`src/rtl/pipelined_addsub.sv`:
```
// Pipelined WIDTH-bit add/subtract: the carry chain is cut into STAGES equal
// segments, one resolved per clock, behind a valid/ready handshake with a global stall.
module pipelined_addsub #(
  parameter int WIDTH  = 32,
  parameter int STAGES = 4
) (
  input  logic             clk,
  input  logic             rst,
  input  logic             in_valid,
  output logic             in_ready,
  input  logic [WIDTH-1:0] a,
  input  logic [WIDTH-1:0] b,
  input  logic             cin,
  input  logic             sub,
  output logic             out_valid,
  input  logic             out_ready,
  output logic [WIDTH-1:0] s,
  output logic             cout,
  output logic             cout_1,
  output logic             ovf
);

  localparam int SEG = WIDTH / STAGES;

  logic             w_adv;
  logic [WIDTH-1:0] w_bb;
  logic             w_c0;

  assign w_bb  = sub ? ~b : b;
  assign w_c0  = cin ^ sub;
  assign w_adv = ~out_valid | out_ready;
  assign in_ready = w_adv;

  for (genvar k = 0; k < STAGES; k++) begin : g_stage
    // Stage k sees only operand bits from k*SEG upward, LSB-aligned.
    localparam int IW = WIDTH - k * SEG;

    logic [IW-1:0]          w_pa;
    logic [IW-1:0]          w_pb;
    logic                   w_pc;
    logic                   w_pv;
    logic [SEG:0]           w_seg;
    logic [(k+1)*SEG-1:0]   w_ns;
    logic [(k+1)*SEG-1:0]   r_s;
    logic                   r_c;
    logic                   r_v;

    if (k == 0) begin : g_in
      assign w_pa = a;
      assign w_pb = w_bb;
      assign w_pc = w_c0;
      assign w_pv = in_valid;
      assign w_ns = w_seg[SEG-1:0];
    end else begin : g_in
      assign w_pa = g_stage[k-1].g_fwd.r_a;
      assign w_pb = g_stage[k-1].g_fwd.r_b;
      assign w_pc = g_stage[k-1].r_c;
      assign w_pv = g_stage[k-1].r_v;
      assign w_ns = {w_seg[SEG-1:0], g_stage[k-1].r_s};
    end

    assign w_seg = {1'b0, w_pa[SEG-1:0]} + {1'b0, w_pb[SEG-1:0]} + (SEG+1)'(w_pc);

    always_ff @(posedge clk) begin
      if (rst) begin
        r_v <= 1'b0;
        r_s <= '0;
        r_c <= 1'b0;
      end else if (w_adv) begin
        r_v <= w_pv;
        r_s <= w_ns;
        r_c <= w_seg[SEG];
      end
    end

    if (k < STAGES - 1) begin : g_fwd
      logic [IW-SEG-1:0] r_a;
      logic [IW-SEG-1:0] r_b;

      always_ff @(posedge clk) begin
        if (rst) begin
          r_a <= '0;
          r_b <= '0;
        end else if (w_adv) begin
          r_a <= w_pa[IW-1:SEG];
          r_b <= w_pb[IW-1:SEG];
        end
      end
    end else begin : g_last
      logic w_c1;
      logic r_c1;
      logic r_ovf;

      // Carry into the MSB recovered from the MSB sum bit and its operand bits.
      assign w_c1 = w_seg[SEG-1] ^ w_pa[SEG-1] ^ w_pb[SEG-1];

      always_ff @(posedge clk) begin
        if (rst) begin
          r_c1  <= 1'b0;
          r_ovf <= 1'b0;
        end else if (w_adv) begin
          r_c1  <= w_c1;
          r_ovf <= w_seg[SEG] ^ w_c1;
        end
      end
    end
  end

  assign out_valid = g_stage[STAGES-1].r_v;
  assign s         = g_stage[STAGES-1].r_s;
  assign cout      = g_stage[STAGES-1].r_c;
  assign cout_1    = g_stage[STAGES-1].g_last.r_c1;
  assign ovf       = g_stage[STAGES-1].g_last.r_ovf;

endmodule

```
`config.mk`:
```
export PLATFORM = sky130hd
export DESIGN_NAME = pipelined_addsub
export DESIGN_NICKNAME = d
export VERILOG_FILES = /design/src/rtl/pipelined_addsub.sv
export SDC_FILE = /design/constraint.sdc
export NUM_CORES = 1
export LEC_CHECK = 0
export ABC_AREA = 1
export BUFFER_PORTS_ARGS = -buffer_cell sky130_fd_sc_hd__buf_2
export CAP_MARGIN = 20
export CORE_MARGIN = 5
export CORE_UTILIZATION = 58
export DETAILED_ROUTE_END_ITERATION = 16
export PLACE_DENSITY = 0.85
export SLEW_MARGIN = 0
export SYNTH_ARGS = -nofsm -noshare
export SYNTH_HDL_FRONTEND = slang
export SYNTH_SLANG_ARGS = --single-unit
```
`constraint.sdc`:
```
create_clock -name clk -period 2.6 [get_ports clk]
set_input_delay 0 -clock clk [delete_from_list [all_inputs] [get_ports clk]]
set_output_delay 0 -clock clk [all_outputs]
set_load 0.01 [all_outputs]
```
# Word-level counts from Yosys, hierarchy flattened
# Cells that the tools add are included.
word_totals:
  regBits: 186
  out_inout_bits: 37
op_classes:
  add_sub_neg: 8
  muxes: 1
  bitwise_logic: 7
op_table:
  columns: ["operator", "n"]
  rows:
  - ["$add 8x8->9", 4]
  - ["$add 9x1->9", 4]
  - ["$mux 32", 1]
  - ["$not 32->32", 1]
  - ["$xor 1x1->1", 4]
  - ["$not 1->1", 1]
  - ["$or 1x1->1", 1]

# Depth between registers and ports, before layout
# Gate-level depths: netlist (run 1).
depth:
  word_depth: 5
  mapped_depth: 15
  depth_no_buf: 13

# Worst setup path after synthesis (run 1)
# OpenSTA, ideal clock, no wires.
synth_path:
  path_type: "input-to-reg"
  from: "input port sub"
  to: "register g_stage[0].r_s[6]"
  setup_ns: 0.114
  arrival_time_ns: 1.796
  t_required_ns: 2.486
  setup_slack_ns: 0.690
  stages: 12
  path_buffers: 2
  cell_sequence: "buf_2 > buf_2 > xor2_1 > fa_1 > inv_1 > fa_1 > inv_1 > nand4_1 > o211ai_1 > xor2_1 > o21bai_1 > inv_1"
synth_via:
  elab_chain_len: 3
  word_cells_on_any_way: 4
synth_lines:
  columns: ["element", "line_no", "rtl"]
  rows:
  - ["start: declaration", "14", "input logic sub,"]
  - ["$mux 32", "29", "assign w_bb = sub ? ~b : b;"]
  - ["$add 8x8->9", "62", "assign w_seg = {1'b0, w_pa[SEG-1:0]} + {1'b0, w_pb[SEG-1:0]} + (SEG+1)'(w_pc);"]
  - ["$add 9x1->9 (*)", "62", null]
  - ["end signal: assignment", "71", "r_s <= w_ns;"]
  - ["end: declaration", "44", "logic [(k+1)*SEG-1:0] r_s;"]
# Mark *: on every way between the ends. The rest lies on a longest branch, timed or not.
# A chain may end at the register's enable or synchronous reset.

# Final worst setup path (run 1)
layout_path:
  from: "register g_stage[2].r_c"
  to: "register g_stage[3].g_last.r_ovf, in the netlist ovf"
layout_via:
  elab_chain_len: 4
layout_lines:
  columns: ["element", "line_no", "rtl"]
  rows:
  - ["start: declaration", "45", "logic r_c;"]
  - ["start signal: assignment", "72", "r_c <= w_seg[SEG];"]
  - ["$add 9x1->9 (*)", "62", null]
  - ["$xor 1x1->1 (2 in a row)", "95", "assign w_c1 = w_seg[SEG-1] ^ w_pa[SEG-1] ^ w_pb[SEG-1];"]
  - ["$xor 1x1->1 (*)", "103", "r_ovf <= w_seg[SEG] ^ w_c1;"]
  - ["end signal: assignment", "103", null]
  - ["end: declaration", "92", "logic r_ovf;"]
# Marked as above.

==> results.json, run 1 <==
{
  "grt_pass1_vias": 6525,
  "drive_gt1_frac": 0.1414,
  "dp_hpwl_um": 11000,
  "rsz0062_at_grt": "false",
  "cts_setup_buffers": 0,
  "dr_total_vias": 6993,
  "die-area_sq_um": 16380,
  "skew_ns": 0.007705,
  "p_int_w": 0.004847,
  "ir_drop_uv": 422.4,
  "syn_avg_cell_area_sq_um": 7.946,
  "synth_top_flop_cell": "dfxtp_1",
  "cts_max_level": 4,
  "hp-class": "input port to register",
  "synth_nets": 1122,
  "critPathArrivalTime_ns": 2.32,
  "rr_endpoint": "ovf",
  "cts_tree": "built",
  "min_to": "g_stage[0].r_s[1]",
  "antenna_left": 0,
  "clock_path_buffers": 2,
  "synth-edff-count": 0,
  "synth_top_area_share": 0.4613,
  "diodes": 0,
  "grt_first_pass_wirelength_um": 30890,
  "synth.top_cells.by_area": "dfxtp_1 (46%), nor2_1 (12%), o21ai_0 (11%), ha_1 (4.3%), a21oi_1 (3.3%)",
  "p_leak_nw": 4.974,
  "cts_made_buffers": 17,
  "dr_wl_met3_um": 1002,
  "p_seq_frac": 0.480,
  "syn_to_final_growth_pct": 20.95,
  "grtUsageTotal": 0.2314,
  "setup_tns_ns": 0,
  "fmax_ghz": 0.5031,
  "rrSetupSlack_ns": 0.61,
  "min_from": "a[1]",
  "wl_met2_um": 8530,
  "status": "completed",
  "drc_errors": 0,
  "crit_path_end_kind": "register",
  "fp.dieW_um": 128.0,
  "reg2reg_depth": 9,
  "synthArstFlopShare": 0,
  "cts_sinks": 186,
  "synth.most_common_cell": "nor2_1",
  "floorplan.rows": 43,
  "post-place-cells": 1249,
  "first_pass_iters": 6,
  "whs_path_depth": 4,
  "wl_um": 18590,
  "initial_utilization": 0.5861,
  "cp.required_ns": 2.94,
  "p_sw_w": 0.001841,
  "maxSlewHeadroom": 0.6085,
  "fin_cells": 1333,
  "grt_start_max_net_pins": 150,
  "drt-met1-wl_um": 8473,
  "worst_pin_slew_ns": 0.5872,
  "port_buffers": 106,
  "path_clk_slew_ns": 0.07,
  "clk_latency_ns": 0.43,
  "postLayoutCoreUtil": 0.7089,
  "cts_resized": 0,
  "antenna_found_initial": 0,
  "wire_per_inst_um": 13.95,
  "slew_violations": 0,
  "finalSetupViolations": 0,
  "grt-ovfl-total": 0,
  "dp_slack_ns": 0.6203,
  "synth_area_sq_um": 8073,
  "setup_slack_ns": 0.6122,
  "drtIter0Drc": 598,
  "p_per_area_nw_per_um2": 684.9,
  "fin_crit_sh": 0.7646,
  "synth_largest_area_cell": "dfxtp_1",
  "gp_congestion": 0.8915,
  "synth-seq-area-share": 0.4613,
  "cts_hold_buf": 52,
  "io_pins": 107,
  "syn_inst": 1016,
  "hold_viol": 0,
  "pwr-share-clk": 0.391,
  "top_layer": "met4",
  "core_area_sq_um": 13770,
  "rr_startpoint": "g_stage[2].r_c",
  "ys_types": 32,
  "synth_seq_cells": 186,
  "maxCapViolCount": 0,
  "worst-path-max-fanout": 3,
  "clockRootBuffer": "clkbuf_16",
  "final.fill_count": 1032,
  "layout_min_cycle_time_ns": 1.988,
  "netlist_top_cells_count": "nor2_1 (254), dfxtp_1 (186), o21ai_0 (177)",
  "start_kind": "register",
  "final_nets": 1246,
  "critPathKind": "register to register",
  "routed_via_density": 5.246,
  "p_sw_frac": 0.2753,
  "die_h_um": 128.0,
  "combPwrFrac": 0.129,
  "yosys_warnings": 0
}
layer usage:
layer,track usage,vias to the layer above
met3,0.05417,57
met4,0.1005,0
met1,0.3116,3158
met2,0.3567,210
li1,-,3568
met5,0,-
worst max-delay path, cell delays in order (launching register included):
cell	delay [ns]
dfxtp_1	0.33
fa_1	0.46
fa_1	0.44
nand3_1	0.10
nand2_1	0.08
nand2_1	0.07
nand3_1	0.10
nand3b_1	0.20
nand2_1	0.07
nor2_2	0.04
flip-flops by register name, summed over array words and instances (netlist names), 3 cells and up:
signal	count
g_stage.g_fwd.r_a	48
g_stage.g_fwd.r_b	48
g_stage.r_s	48
s	32
g_stage.r_c	3
g_stage.r_v	3
area by class of cell:
type	count	area, sq um	area share
clock buffers	17	425.4	0.04357
inverters	65	251.5	0.02576
well taps	180	225.2	0.02307
flip-flops and latches	186	3724	0.3813
multi-input cells	701	3804	0.3895
repair buffers	169	1159	0.1187
clock inverters	15	176.4	0.01807
power by group through the flow:
stage / sequential (W) / clock [W] / combinational (W)
finish: 0.00321 / 0.00261 / 0.000862
global route: 0.00324 / 0.00278 / 0.000969
CTS: 0.00321 / 0.00264 / 0.000847
detailed placement: 0.00327 / 0 / 0.000774
global placement: 0.00326 / 0 / 0.000748
floorplan: 0.00325 / 0 / 0.000541
worst max path at each step:
| stage | end | startpoint | slack, ns | cells past startpoint |
|---|---|---|---|---|
| final | ovf | g_stage[2].r_c | 0.61 | 9 |
| after floorplan | g_stage[0].r_s[6] | sub | 0.69 | 12 |
| after detailed placement | ovf | g_stage[2].r_c | 0.62 | 9 |
| after CTS | ovf | g_stage[2].r_c | 0.59 | 9 |
| after global routing | ovf | g_stage[2].r_c | 0.50 | 9 |
| after global placement | ovf | g_stage[2].r_c | 0.65 | 9 |
cell families after synthesis:
group	synth area share
flops	0.4613
xor+xnor	0.05642
compound gates	0.1768
fa+ha+maj	0.06324
simple gates	0.1747
buf+inv	0.06758
cell usage in the layout (no fill, tap or decap), types with 3 or more instances in the layout:
| cell | instances |
|---|---|
| nand3_1 | 21 |
| fa_1 | 8 |
| xor2_1 | 26 |
| a21oi_1 | 54 |
| dlygate4sd3_1 | 52 |
| nand2_2 | 4 |
| xnor2_1 | 26 |
| ha_1 | 28 |
| inv_8 | 4 |
| o21ai_0 | 177 |
| nor2_1 | 254 |
| a21o_1 | 3 |
| clkbuf_16 | 17 |
| o211ai_1 | 10 |
| o21bai_1 | 15 |
| nand4_1 | 10 |
| inv_1 | 63 |
| nand3_2 | 3 |
| dfxtp_1 | 186 |
| o21ai_1 | 3 |
| buf_2 | 106 |
| a211oi_1 | 3 |
| buf_4 | 9 |
| inv_6 | 6 |
| nand2_1 | 46 |
stage by stage:
step | cell area, sq um | total power (W) | hold slack (ns)
after floorplan | 8073 | 0.003795 | 0.06907
after global placement | 8642 | 0.004011 | 0.2088
after detailed placement | 8642 | 0.004047 | 0.2128
after CTS | 9764 | 0.006694 | 0.007082
after global routing | 9764 | 0.006991 | 0.02068
final | 9764 | 0.006688 | 0.01725
No activity file was read; power rests on OpenSTA's default activity.
==> inputs of run 2 (changes only) <==
--- a/config.mk
+++ b/config.mk
@@ -5,13 +5,13 @@
 export SDC_FILE = /design/constraint.sdc
 export NUM_CORES = 1
 export LEC_CHECK = 0
-export ABC_AREA = 1
+export ABC_AREA = 0
 export BUFFER_PORTS_ARGS = -buffer_cell sky130_fd_sc_hd__buf_2
 export CAP_MARGIN = 20
 export CORE_MARGIN = 5
-export CORE_UTILIZATION = 58
+export CORE_UTILIZATION = 57
 export DETAILED_ROUTE_END_ITERATION = 16
-export PLACE_DENSITY = 0.85
+export PLACE_DENSITY = 0.84
 export SLEW_MARGIN = 0
 export SYNTH_ARGS = -nofsm -noshare
 export SYNTH_HDL_FRONTEND = slang
==> constraint.sdc (replaced) <==
create_clock -name clk -period 1.9 [get_ports clk]
set_input_delay 0 -clock clk [delete_from_list [all_inputs] [get_ports clk]]
set_output_delay 0 -clock clk [all_outputs]
set_load 0.01 [all_outputs]
==> results.json, run 2 <==
{
  "rrSetupSlack_ns": -0.17,
  "drc_errors": 0,
  "synth_largest_area_cell": "dfxtp_1",
  "rsz0062_at_grt": "true",
  "critPathArrivalTime_ns": 2.39,
  "layout_common_cells": "nand2_1 (277), dfxtp_1 (179), a21oi_1 (146)",
  "die-area_sq_um": 16400,
  "netlist_top_cells_count": "nand2_1 (277), dfxtp_1 (186), a21oi_1 (146)",
  "synth_nets": 1076,
  "maxCapViolCount": 0,
  "clock_path_buffers": 2,
  "cp.required_ns": 2.22,
  "layout_min_cycle_time_ns": 2.073,
  "antenna_left": 0,
  "crit_slowest_cell": "fa_2",
  "synth_top_area_share": 0.4688,
  "clk_latency_ns": 0.43,
  "ir_drop_uv": 588.9,
  "cp_cell_sequence": "fa_2, fa_2, a211oi_4, o21ai_2, nand2_1, a211oi_1, mux2_4",
  "core_area_sq_um": 13770,
  "reg2reg_depth": 7,
  "drtIter0Drc": 724,
  "routed_via_density": 5.485,
  "postPlaceCellArea_sq_um": 8778,
  "whs_path_depth": 4,
  "worst_pin_slew_ns": 0.4197,
  "io_pins": 107,
  "ys_types": 40,
  "slew_violations": 0,
  "rr_endpoint": "ovf",
  "cts_sinks": 186,
  "skew_ns": 0.007852,
  "synth_area_sq_um": 7943,
  "synth.top_cells.by_area": "dfxtp_1 (47%), nand2_1 (13%), a21oi_1 (9.2%), ha_1 (4.4%), a211oi_1 (3.4%)",
  "cp_common_cell": "fa_2",
  "rr_startpoint": "g_stage[2].r_c",
  "maxSlewHeadroom": 0.7202,
  "synth_top_flop_cell": "dfxtp_1",
  "syn_to_final_growth_pct": 26.48,
  "critPathKind": "register to register",
  "top_regs": "g_stage.g_fwd.r_a: 48 flops, g_stage.g_fwd.r_b: 48 flops, g_stage.r_s: 48 flops",
  "diodes": 0,
  "syn_avg_cell_area_sq_um": 8.188,
  "synth_seq_cells": 186,
  "clockRootBuffer": "clkbuf_16",
  "yosys_warnings": 0,
  "setup_slack_ns": -0.1727,
  "dp_hpwl_um": 11810,
  "final_common_cell": "nand2_1",
  "syn_inst": 970,
  "floorplan.rows": 43,
  "cts_tree": "built",
  "port_buffers": 106,
  "synth-edff-count": 0,
  "antenna_found_initial": 0,
  "finalSetupViolations": 7,
  "status": "complete, but fails checks",
  "grt-ovfl-total": 0,
  "postLayoutCoreUtil": 0.7294,
  "final_nets": 1219,
  "gp_congestion": 0.9070,
  "max_stage_delay_ns": 0.42,
  "cts_made_buffers": 17,
  "first_pass_iters": 4,
  "drive_gt1_frac": 0.1909,
  "violations": "setup timing",
  "final.fill_count": 1041,
  "hold_viol": 0,
  "initial_utilization": 0.5767,
  "path_clk_slew_ns": 0.07,
  "grt_first_pass_wirelength_um": 31800,
  "fp.dieW_um": 128.0,
  "min_from": "a[1]",
  "dr_total_vias": 7164,
  "start_kind": "register",
  "fmax_ghz": 0.4825,
  "synth-seq-area-share": 0.4688,
  "fin_crit_sh": 1.091,
  "synthArstFlopShare": 0,
  "synth.most_common_cell": "nand2_1",
  "hp-class": "input port to register",
  "die_h_um": 128.0,
  "worst-path-max-fanout": 3,
  "wire_per_inst_um": 15.48,
  "grtUsageTotal": 0.2373,
  "cts_max_level": 4,
  "grt_start_max_net_pins": 85,
  "wl_um": 20210,
  "grt_pass1_vias": 6615,
  "p_leak_nw": 4.287,
  "min_to": "g_stage[0].r_s[1]",
  "crit_path_end_kind": "register",
  "p_per_area_nw_per_um2": 878.8,
  "final_cell_area_sq_um": 10050
}
-- run 2: per-layer routing --
| layer | vias to the layer above | track usage | wire length, um |
|---|---|---|---|
| li1 | 3536 | - | - |
| met1 | 3361 | 0.3254 | 8750 |
| met2 | 234 | 0.3842 | 9763 |
| met3 | 33 | 0.04875 | 1241 |
| met4 | 0 | 0.06180 | 458 |
| met5 | - | 0 | 0 |
-- run 2: power breakdown --
group	internal, W	total, W	switching (W)	leakage, nW
sequential	0.00416	0.00432	0.000158	1.53
clock	0.00176	0.00338	0.00161	0.276
combinational	0.000543	0.00113	0.000586	2.48
total	0.00647	0.00883	0.00236	4.29
-- run 2: worst max path at each step --
stage              startpoint              to  depth (start not counted)
6_report       g_stage[2].r_c             ovf                          7
5_1_grt        g_stage[2].r_c             ovf                          7
4_1_cts        g_stage[2].r_c             ovf                          7
3_5_place_dp   g_stage[1].r_c  g_stage[2].r_c                          8
3_3_place_gp   g_stage[2].r_c             ovf                          7
2_1_floorplan  g_stage[2].r_c             ovf                          7
-- run 2: layout make-up --
cell class | count | area (sq um) | share of cell area
repair buffers | 192 | 1435 | 0.1429
multi-input cells | 697 | 4011 | 0.3993
flip-flops and latches | 186 | 3732 | 0.3715
inverters | 19 | 76.32 | 0.007597
well taps | 180 | 225.2 | 0.02242
clock inverters | 14 | 126.4 | 0.01258
clock buffers | 18 | 439.2 | 0.04372
-- run 2: critical path: cells and delay by family (launching register included) --
| kind | cells | cell delay [ns] |
|---|---|---|
| compound gates | 3 | 0.45 |
| flops | 1 | 0.34 |
| simple gates | 1 | 0.10 |
| fa+ha+maj | 2 | 0.81 |
| mux | 1 | 0.27 |
-- run 2: logic make-up (layout without fill, tap and decap cells) --
| group | Yosys count | in the layout | synth area share |
|---|---|---|---|
| xor gates and xnor gates | 45 | 45 | 0.04962 |
| buffers and inverters | 87 | 243 | 0.04238 |
| muxes | 1 | 1 | 0.001418 |
| and+or+nand+nor | 372 | 372 | 0.1889 |
| AOI/OAI and AO/OA | 243 | 243 | 0.1846 |
| adders and majority gates | 36 | 36 | 0.06427 |
| DFF | 186 | 186 | 0.4688 |
-- run 2: per-stage QoR --
| step | hold WS [ns] | setup TNS, ns | std cells | power, W | setup WS, ns |
|---|---|---|---|---|---|
| after floorplan | 0.1405 | -0.05389 | 970 | 0.005035 | -0.03417 |
| after global placement | 0.2454 | -0.3935 | 1215 | 0.005330 | -0.09024 |
| after detailed placement | 0.2506 | -0.9949 | 1215 | 0.005364 | -0.1570 |
| after CTS | 0.01158 | -0.4169 | 1300 | 0.008783 | -0.1363 |
| after global routing | 0.03651 | -1.434 | 1306 | 0.009192 | -0.2528 |
| final | 0.02123 | -0.5763 | 1306 | 0.008828 | -0.1727 |
-- run 2: what timing repair did --
item / CTS / global route
hold endpoints to repair: 62 / 0
buffers inserted: 2 / 4
gates resized for setup: 14 / 19
cloned: 0 / 2
setup endpoints to repair: 14 / 16
pin swaps: 10 / 15
hold buffers: 51 / 0
